<file path="src/rtl/clkdiv_pkg.sv">
// Shared constants and helpers for the multi-channel clock divider.
// Mode encodings and the channel-count limit are used by the top, the channels and the bus interface.
package clkdiv_pkg;

    localparam logic MODE_TOGGLE = 1'b0;
    localparam logic MODE_PULSE  = 1'b1;

    localparam int MAX_CHANNELS = 16;

    // Channel-select width never drops below one bit, even for a single channel.
    function automatic int sel_width(input int channels);
        return (channels > 1) ? $clog2(channels) : 1;
    endfunction

endpackage

</file>
<file path="src/rtl/multi_clock_divider_if.sv">
// Control/status bus of the multi-channel clock divider.
// The master drives enables, modes and divisor loads; the slave (the divider) returns clocks and ticks.
interface multi_clock_divider_if
    import clkdiv_pkg::*;
#(
    parameter int CHANNELS  = 4,
    parameter int CNT_WIDTH = 23
);

    localparam int SEL_W = sel_width(CHANNELS);

    logic [CHANNELS-1:0]  enable;
    logic [CHANNELS-1:0]  mode;
    logic                 sync;
    logic                 load;
    logic [SEL_W-1:0]     load_sel;
    logic [CNT_WIDTH-1:0] load_div;
    logic [CHANNELS-1:0]  clock_out;
    logic [CHANNELS-1:0]  tick;

    modport master (
        output enable, mode, sync, load, load_sel, load_div,
        input  clock_out, tick
    );

    modport slave (
        input  enable, mode, sync, load, load_sel, load_div,
        output clock_out, tick
    );

endinterface

</file>
<file path="src/rtl/clock_div_channel.sv">
// One divider channel: counter, shadowed divisor and toggle/pulse output stage.
// A new divisor waits in div_pending until a terminal edge, a sync, or an idle (disabled) edge.
module clock_div_channel
    import clkdiv_pkg::*;
#(
    parameter int CNT_WIDTH   = 23,
    parameter int DEFAULT_DIV = 2500000
)(
    input  logic                 clock_in,
    input  logic                 reset_n,
    input  logic                 enable,
    input  logic                 mode,
    input  logic                 sync,
    input  logic                 load,
    input  logic [CNT_WIDTH-1:0] load_div,
    output logic                 clock_out,
    output logic                 tick
);

    localparam logic [CNT_WIDTH-1:0] RESET_DIV = CNT_WIDTH'(DEFAULT_DIV);
    localparam logic [CNT_WIDTH-1:0] ONE       = CNT_WIDTH'(1);

    logic [CNT_WIDTH-1:0] cnt;
    logic [CNT_WIDTH-1:0] div_active;
    logic [CNT_WIDTH-1:0] div_pending;
    logic [CNT_WIDTH-1:0] eff_div;
    logic                 pend_valid;
    logic                 terminal;

    // A programmed divisor of zero behaves as one.
    always_comb begin
        eff_div  = (div_active == '0) ? ONE : div_active;
        terminal = enable && (cnt == eff_div - ONE);
    end

    always_ff @(posedge clock_in or negedge reset_n) begin
        if (!reset_n) begin
            cnt       <= '0;
            tick      <= 1'b0;
            clock_out <= 1'b0;
        end else if (sync) begin
            cnt       <= '0;
            tick      <= 1'b0;
            clock_out <= 1'b0;
        end else if (enable) begin
            cnt  <= terminal ? '0 : cnt + ONE;
            tick <= terminal;
            if (mode == MODE_TOGGLE) begin
                clock_out <= clock_out ^ terminal;
            end else begin
                clock_out <= terminal;
            end
        end else begin
            tick <= 1'b0;
            if (mode == MODE_PULSE) begin
                clock_out <= 1'b0;
            end
        end
    end

    // A load in the same edge as an application is kept as the next pending value.
    always_ff @(posedge clock_in or negedge reset_n) begin
        if (!reset_n) begin
            div_active  <= RESET_DIV;
            div_pending <= RESET_DIV;
            pend_valid  <= 1'b0;
        end else begin
            if (pend_valid && (sync || terminal || !enable)) begin
                div_active <= div_pending;
                pend_valid <= 1'b0;
            end
            if (load) begin
                div_pending <= load_div;
                pend_valid  <= 1'b1;
            end
        end
    end

endmodule

</file>
<file path="src/rtl/multi_clock_divider.sv">
// Multi-channel clock divider: CHANNELS independent dividers sharing one load port and one sync.
// Loads addressed past the last channel match no strobe and are dropped.
module multi_clock_divider
    import clkdiv_pkg::*;
#(
    parameter int CHANNELS    = 4,
    parameter int CNT_WIDTH   = 23,
    parameter int DEFAULT_DIV = 2500000
)(
    input  logic                  clock_in,
    input  logic                  reset_n,
    multi_clock_divider_if.slave  bus
);

    logic [CHANNELS-1:0] load_hit;
    logic [CHANNELS-1:0] clock_vec;
    logic [CHANNELS-1:0] tick_vec;

    always_comb begin
        load_hit = '0;
        for (int i = 0; i < CHANNELS; i++) begin
            load_hit[i] = bus.load && (int'(bus.load_sel) == i);
        end
    end

    for (genvar g = 0; g < CHANNELS; g++) begin : g_channel
        clock_div_channel #(
            .CNT_WIDTH   (CNT_WIDTH),
            .DEFAULT_DIV (DEFAULT_DIV)
        ) u_channel (
            .clock_in  (clock_in),
            .reset_n   (reset_n),
            .enable    (bus.enable[g]),
            .mode      (bus.mode[g]),
            .sync      (bus.sync),
            .load      (load_hit[g]),
            .load_div  (bus.load_div),
            .clock_out (clock_vec[g]),
            .tick      (tick_vec[g])
        );
    end

    assign bus.clock_out = clock_vec;
    assign bus.tick      = tick_vec;

endmodule

</file>
<file path="src/flat_wrapper.sv">
// flat-port wrapper written by rule: the top's interface ports become plain ports
module multi_clock_divider_flat import clkdiv_pkg::*;
#(
    parameter int CHANNELS    = 4,
    parameter int CNT_WIDTH   = 23,
    parameter int DEFAULT_DIV = 2500000
)
  (clock_in, reset_n, bus_enable, bus_mode, bus_sync, bus_load, bus_load_sel, bus_load_div, bus_clock_out, bus_tick);
  multi_clock_divider_if #(.CHANNELS(CHANNELS), .CNT_WIDTH(CNT_WIDTH)) bus_i ();
  input  logic clock_in;
  input  logic reset_n;
  input wire logic [$bits(bus_i.enable)-1:0] bus_enable;
  input wire logic [$bits(bus_i.mode)-1:0] bus_mode;
  input wire logic [$bits(bus_i.sync)-1:0] bus_sync;
  input wire logic [$bits(bus_i.load)-1:0] bus_load;
  input wire logic [$bits(bus_i.load_sel)-1:0] bus_load_sel;
  input wire logic [$bits(bus_i.load_div)-1:0] bus_load_div;
  output wire logic [$bits(bus_i.clock_out)-1:0] bus_clock_out;
  output wire logic [$bits(bus_i.tick)-1:0] bus_tick;
  assign bus_i.enable = bus_enable;
  assign bus_i.mode = bus_mode;
  assign bus_i.sync = bus_sync;
  assign bus_i.load = bus_load;
  assign bus_i.load_sel = bus_load_sel;
  assign bus_i.load_div = bus_load_div;
  assign bus_clock_out = bus_i.clock_out;
  assign bus_tick = bus_i.tick;
  multi_clock_divider #(.CHANNELS(CHANNELS), .CNT_WIDTH(CNT_WIDTH), .DEFAULT_DIV(DEFAULT_DIV)) u_core (.clock_in(clock_in), .reset_n(reset_n), .bus(bus_i));
endmodule
</file>
<file path="config.mk">
export PLATFORM = sky130hd
export DESIGN_NAME = multi_clock_divider_flat
export DESIGN_NICKNAME = d
export VERILOG_FILES = /design/src/rtl/clkdiv_pkg.sv /design/src/rtl/multi_clock_divider_if.sv /design/src/rtl/clock_div_channel.sv /design/src/rtl/multi_clock_divider.sv /design/src/flat_wrapper.sv
export SDC_FILE = /design/constraint.sdc
export NUM_CORES = 1
export LEC_CHECK = 0
export BUFFER_PORTS_ARGS = -buffer_cell sky130_fd_sc_hd__buf_2
export CORE_UTILIZATION = 37
export CTS_CLUSTER_DIAMETER = 60
export DETAILED_ROUTE_END_ITERATION = 16
export GPL_TIMING_DRIVEN = 1
export PLACE_DENSITY_LB_ADDON = 0.12
export SKIP_LAST_GASP = 1
export SLEW_MARGIN = 10
export SYNTH_ARGS = -nofsm -noshare
export SYNTH_HDL_FRONTEND = slang
export SYNTH_SLANG_ARGS = --single-unit
</file>
<file path="constraint.sdc">
create_clock -name clock_in -period 9.4 [get_ports clock_in]
set_input_delay 1.41 -clock clock_in [delete_from_list [all_inputs] [get_ports clock_in]]
set_output_delay 1.41 -clock clock_in [all_outputs]
set_load 0.02 [all_outputs]
</file>
==> results.ini <==
[status]
outcome=complete, no violations

[clock_tree]
cts_max_path_buffers=3
clock_sink_count=288
post_cts_hold_buffer_count=0
htree_levels=2
cts-resized-gates=0
clock_network_latency_to_the_later_pin_of_the_worst_skew_pair_ns=0.55
worst_setup_hold_path_clk_slew_ns=0.06
cts_inserted_buffers=36
ctsRootBufferMaster=sky130_fd_sc_hd__clkbuf_16
cts_tree=built
post_cts_buffers=0

[setup_path]
worst_setup_ep_type=flip-flop
critical_path_cell_by_cell=nor3_1 -> buf_4 -> and4_1 -> a31oi_1 -> ha_1 -> nor2b_1 -> nand2_1 -> or4_1 -> a2111oi_0 -> nor4b_2 -> a21o_1 -> nand2_1 -> mux2_1
crit_slowest_cell=sky130_fd_sc_hd__nand2_1
worst-setup-path-type=flip-flop to flip-flop
worst_ep_arrival_time_ns=6.18
timing.critical_path.max_delay_family=simple AND/OR/NAND/NOR gates
worstPathMaxFanout=31
critical-path-max-stage-delay_ns=0.85
worstPathRequired_ns=9.82
cp_common_cell=sky130_fd_sc_hd__nand2_1
critical_path.startpoint_type=flip-flop
crit_buf_inv=1

[die]
initial_utilization_pct=37.7
die-area_um2=45000
pin_count=45
placeableCoreArea_um2=43300
die_y_um=212
number_of_placement_rows=76
dieWidth_um=212

[worst_hold_path]
min_path_type=flip-flop to flip-flop

[routing]
drt-wirelength-per-cell_um=18.8
route.detailed.vias_per_inst=5.53
ant_nets=0
residual_drc=0
drtIter0Drc=809
drtPass1Iterations=5
vias=12176
wirelength_um=41400

[sta]
fin_crit_sh_pct=61.2
report.final.slew_viol_count=0
actual_slew_at_the_worst_max_slew_pin_ns=1.08
timing.clock.skew_ns=0.0171
finalCriticalPeriod_ns=5.76
hold_viol=0
grt_setup_unrepaired=no
setup-violations-final=0
setup_tns_ns=0
final_critical_path_setup_slack_ns=3.64
max_freq_ghz=0.174
timing.max_slew.rel_slack_pct=27.7

[global_routing]
grtUsageTotal_pct=18.8
first_pass_grt_wire_length_um=66200
antenna_found_initial=0
gr_ovfl_total=0
first_global_vias=11763
grt_start_max_net_pins=144

[place]
port_buffers=44
gp_congestion=0.848
pre_cts_setup_slack_ns=3.64
place_hpwl_um=28400
placement_cell_area_um2=16900

[cells_and_area]
final.fill_count=4198
layout.area.seq_um2=7290
areaGrowthSynthToFinish_pct=11.0
drive_above_1_share_pct=23.3
finalNetCount=1634
antenna_cells_inserted=0
multi_input_area_um2=8470
finish.instance_area_um2=18100

[logic_synthesis]
synth-main-ff-cell=sky130_fd_sc_hd__dfrtp_1
synthesis.area_um2=16300
ys_warn_count=0
synth_fp_nets=1632
ys_seq_area_share_pct=44.6
synth.distinct_cells=94
synth_area_leaders=sky130_fd_sc_hd__dfrtp_1, sky130_fd_sc_hd__dfstp_2, sky130_fd_sc_hd__mux2_2, sky130_fd_sc_hd__xnor2_1, sky130_fd_sc_hd__xor2_1
postSynthCellCount=1587
synth_top_area_cell=sky130_fd_sc_hd__dfrtp_1
syn-mean-instance-area_um2=10.3
synth_edf_count=0
synthArstFlopShare_pct=100
synth_largest_type_area_fraction_pct=34.3
ys_seq_elements=288

[power_and_ir_drop]
pwr_density_cell_nw_per_um2=229
p_leak_nw=7.51
worst_ir_drop_vdd_v=0.0000986

[job]
max_cap_viol_count=0

synth_stat cells, drive strengths merged, types with 12 or more instances:
| cell type | instances |
|---|---|
| nor3b | 27 |
| nand4 | 24 |
| a31oi | 14 |
| nand2b | 14 |
| o21ai | 65 |
| a21oi | 39 |
| a22o | 29 |
| inv | 36 |
| nor4 | 41 |
| nand2 | 88 |
| nor2 | 87 |
| dfstp | 64 |
| clkbuf | 55 |
| nand3 | 85 |
| or3 | 40 |
| a21o | 53 |
| nor2b | 15 |
| dfrtp | 224 |
| nor3 | 41 |
| mux2 | 163 |
| xor2 | 61 |
| and3 | 38 |
| xnor2 | 62 |
| or2 | 12 |
| buf | 38 |
| or4 | 21 |
sequential cells by signal, summed over array words and instances, names as in the netlist:
| name | cells |
|---|---|
| u_core.g_channel.u_channel.clock_out | 4 |
| u_core.g_channel.u_channel.cnt | 92 |
| u_core.g_channel.u_channel.div_active | 92 |
| u_core.g_channel.u_channel.div_pending | 92 |
| u_core.g_channel.u_channel.pend_valid | 4 |
| u_core.g_channel.u_channel.tick | 4 |
tightest hold or removal path: stages (launching register included):
cell and delay [ns]:
sky130_fd_sc_hd__dfrtp_1 0.34, sky130_fd_sc_hd__nand2_1 0.05, sky130_fd_sc_hd__nand2_1 0.06
report_power, final:
part | switching (mW) | internal, mW | total [mW]
registers | 0.325 | 1.53 | 1.85
clock network | 0.555 | 0.814 | 1.37
logic | 0.469 | 0.464 | 0.933
cell type report:
class                   instances  share of cell area (%)
flip-flops and latches        288                    40.2
multi-input cells            1170                    46.7
clock inverters                13                   0.586
clock buffers                  51                    5.84
well taps                     585                    4.04
inverters                      36                   0.745
repair buffers                 57                    1.92
cells in the final DEF (no fill, tap or decap), types with 36 or more instances in the layout:
cell and count:
sky130_fd_sc_hd__a21o_1 53, sky130_fd_sc_hd__a21oi_1 39, sky130_fd_sc_hd__buf_2 43, sky130_fd_sc_hd__clkbuf_16 37, sky130_fd_sc_hd__dfrtp_1 224, sky130_fd_sc_hd__dfstp_2 64
sky130_fd_sc_hd__inv_1 36, sky130_fd_sc_hd__mux2_2 140, sky130_fd_sc_hd__nand2_1 87, sky130_fd_sc_hd__nand3_1 84, sky130_fd_sc_hd__nor2_1 86, sky130_fd_sc_hd__nor3_1 40
sky130_fd_sc_hd__nor4_1 36, sky130_fd_sc_hd__o21ai_0 64, sky130_fd_sc_hd__or3_1 39, sky130_fd_sc_hd__xnor2_1 62, sky130_fd_sc_hd__xor2_1 61
cell families (layout without fill, tap and decap cells):
group,after synthesis,after routing,share of synthesized area [%]
flip-flops,288,288,44.6
adder cells (fa/ha/maj),8,8,0.613
XOR/XNOR,123,123,6.60
AO/OA/AOI/OAI,289,289,12.6
buffers and inverters,129,157,3.61
multiplexers,170,170,11.7
AND/OR/NAND/NOR,580,580,20.2
path summary, 6_finish.rpt:
path                                                              from                                           to  slack, ns  depth (start not counted)
max                        u_core.g_channel[1].u_channel.div_active[5]  u_core.g_channel[1].u_channel.div_active[9]       3.64                         13
min                           u_core.g_channel[3].u_channel.pend_valid     u_core.g_channel[3].u_channel.pend_valid       0.48                          2
max reg2reg                u_core.g_channel[1].u_channel.div_active[5]  u_core.g_channel[1].u_channel.div_active[9]       3.64                         13
min reg2reg                   u_core.g_channel[3].u_channel.pend_valid     u_core.g_channel[3].u_channel.pend_valid       0.48                          2
max in group asynchronous                                      reset_n         u_core.g_channel[0].u_channel.cnt[6]       6.57                          3
min in group asynchronous                                      reset_n        u_core.g_channel[3].u_channel.cnt[20]       0.85                          1
metal layers:
metal	up-vias	GRT usage (%)	share of wire [%]
met5	-	0	0
met4	0	6.02	2.5
met3	66	3.04	3.3
met2	204	29.2	45
met1	6035	26.7	49
li1	5871	-	-
metrics by stage:
stage	power, mW	util [%]	cells	hold WS, ns
5_1_grt	4.40	41.9	2200	0.496
3_5_place_dp	2.80	39.2	2135	0.467
4_1_cts	4.21	41.9	2199	0.482
2_1_floorplan	2.52	-	1587	0.447
3_3_place_gp	2.78	39.2	2135	0.467
6_report	4.15	41.9	2200	0.479
No activity file was read; power rests on OpenSTA's default activity.
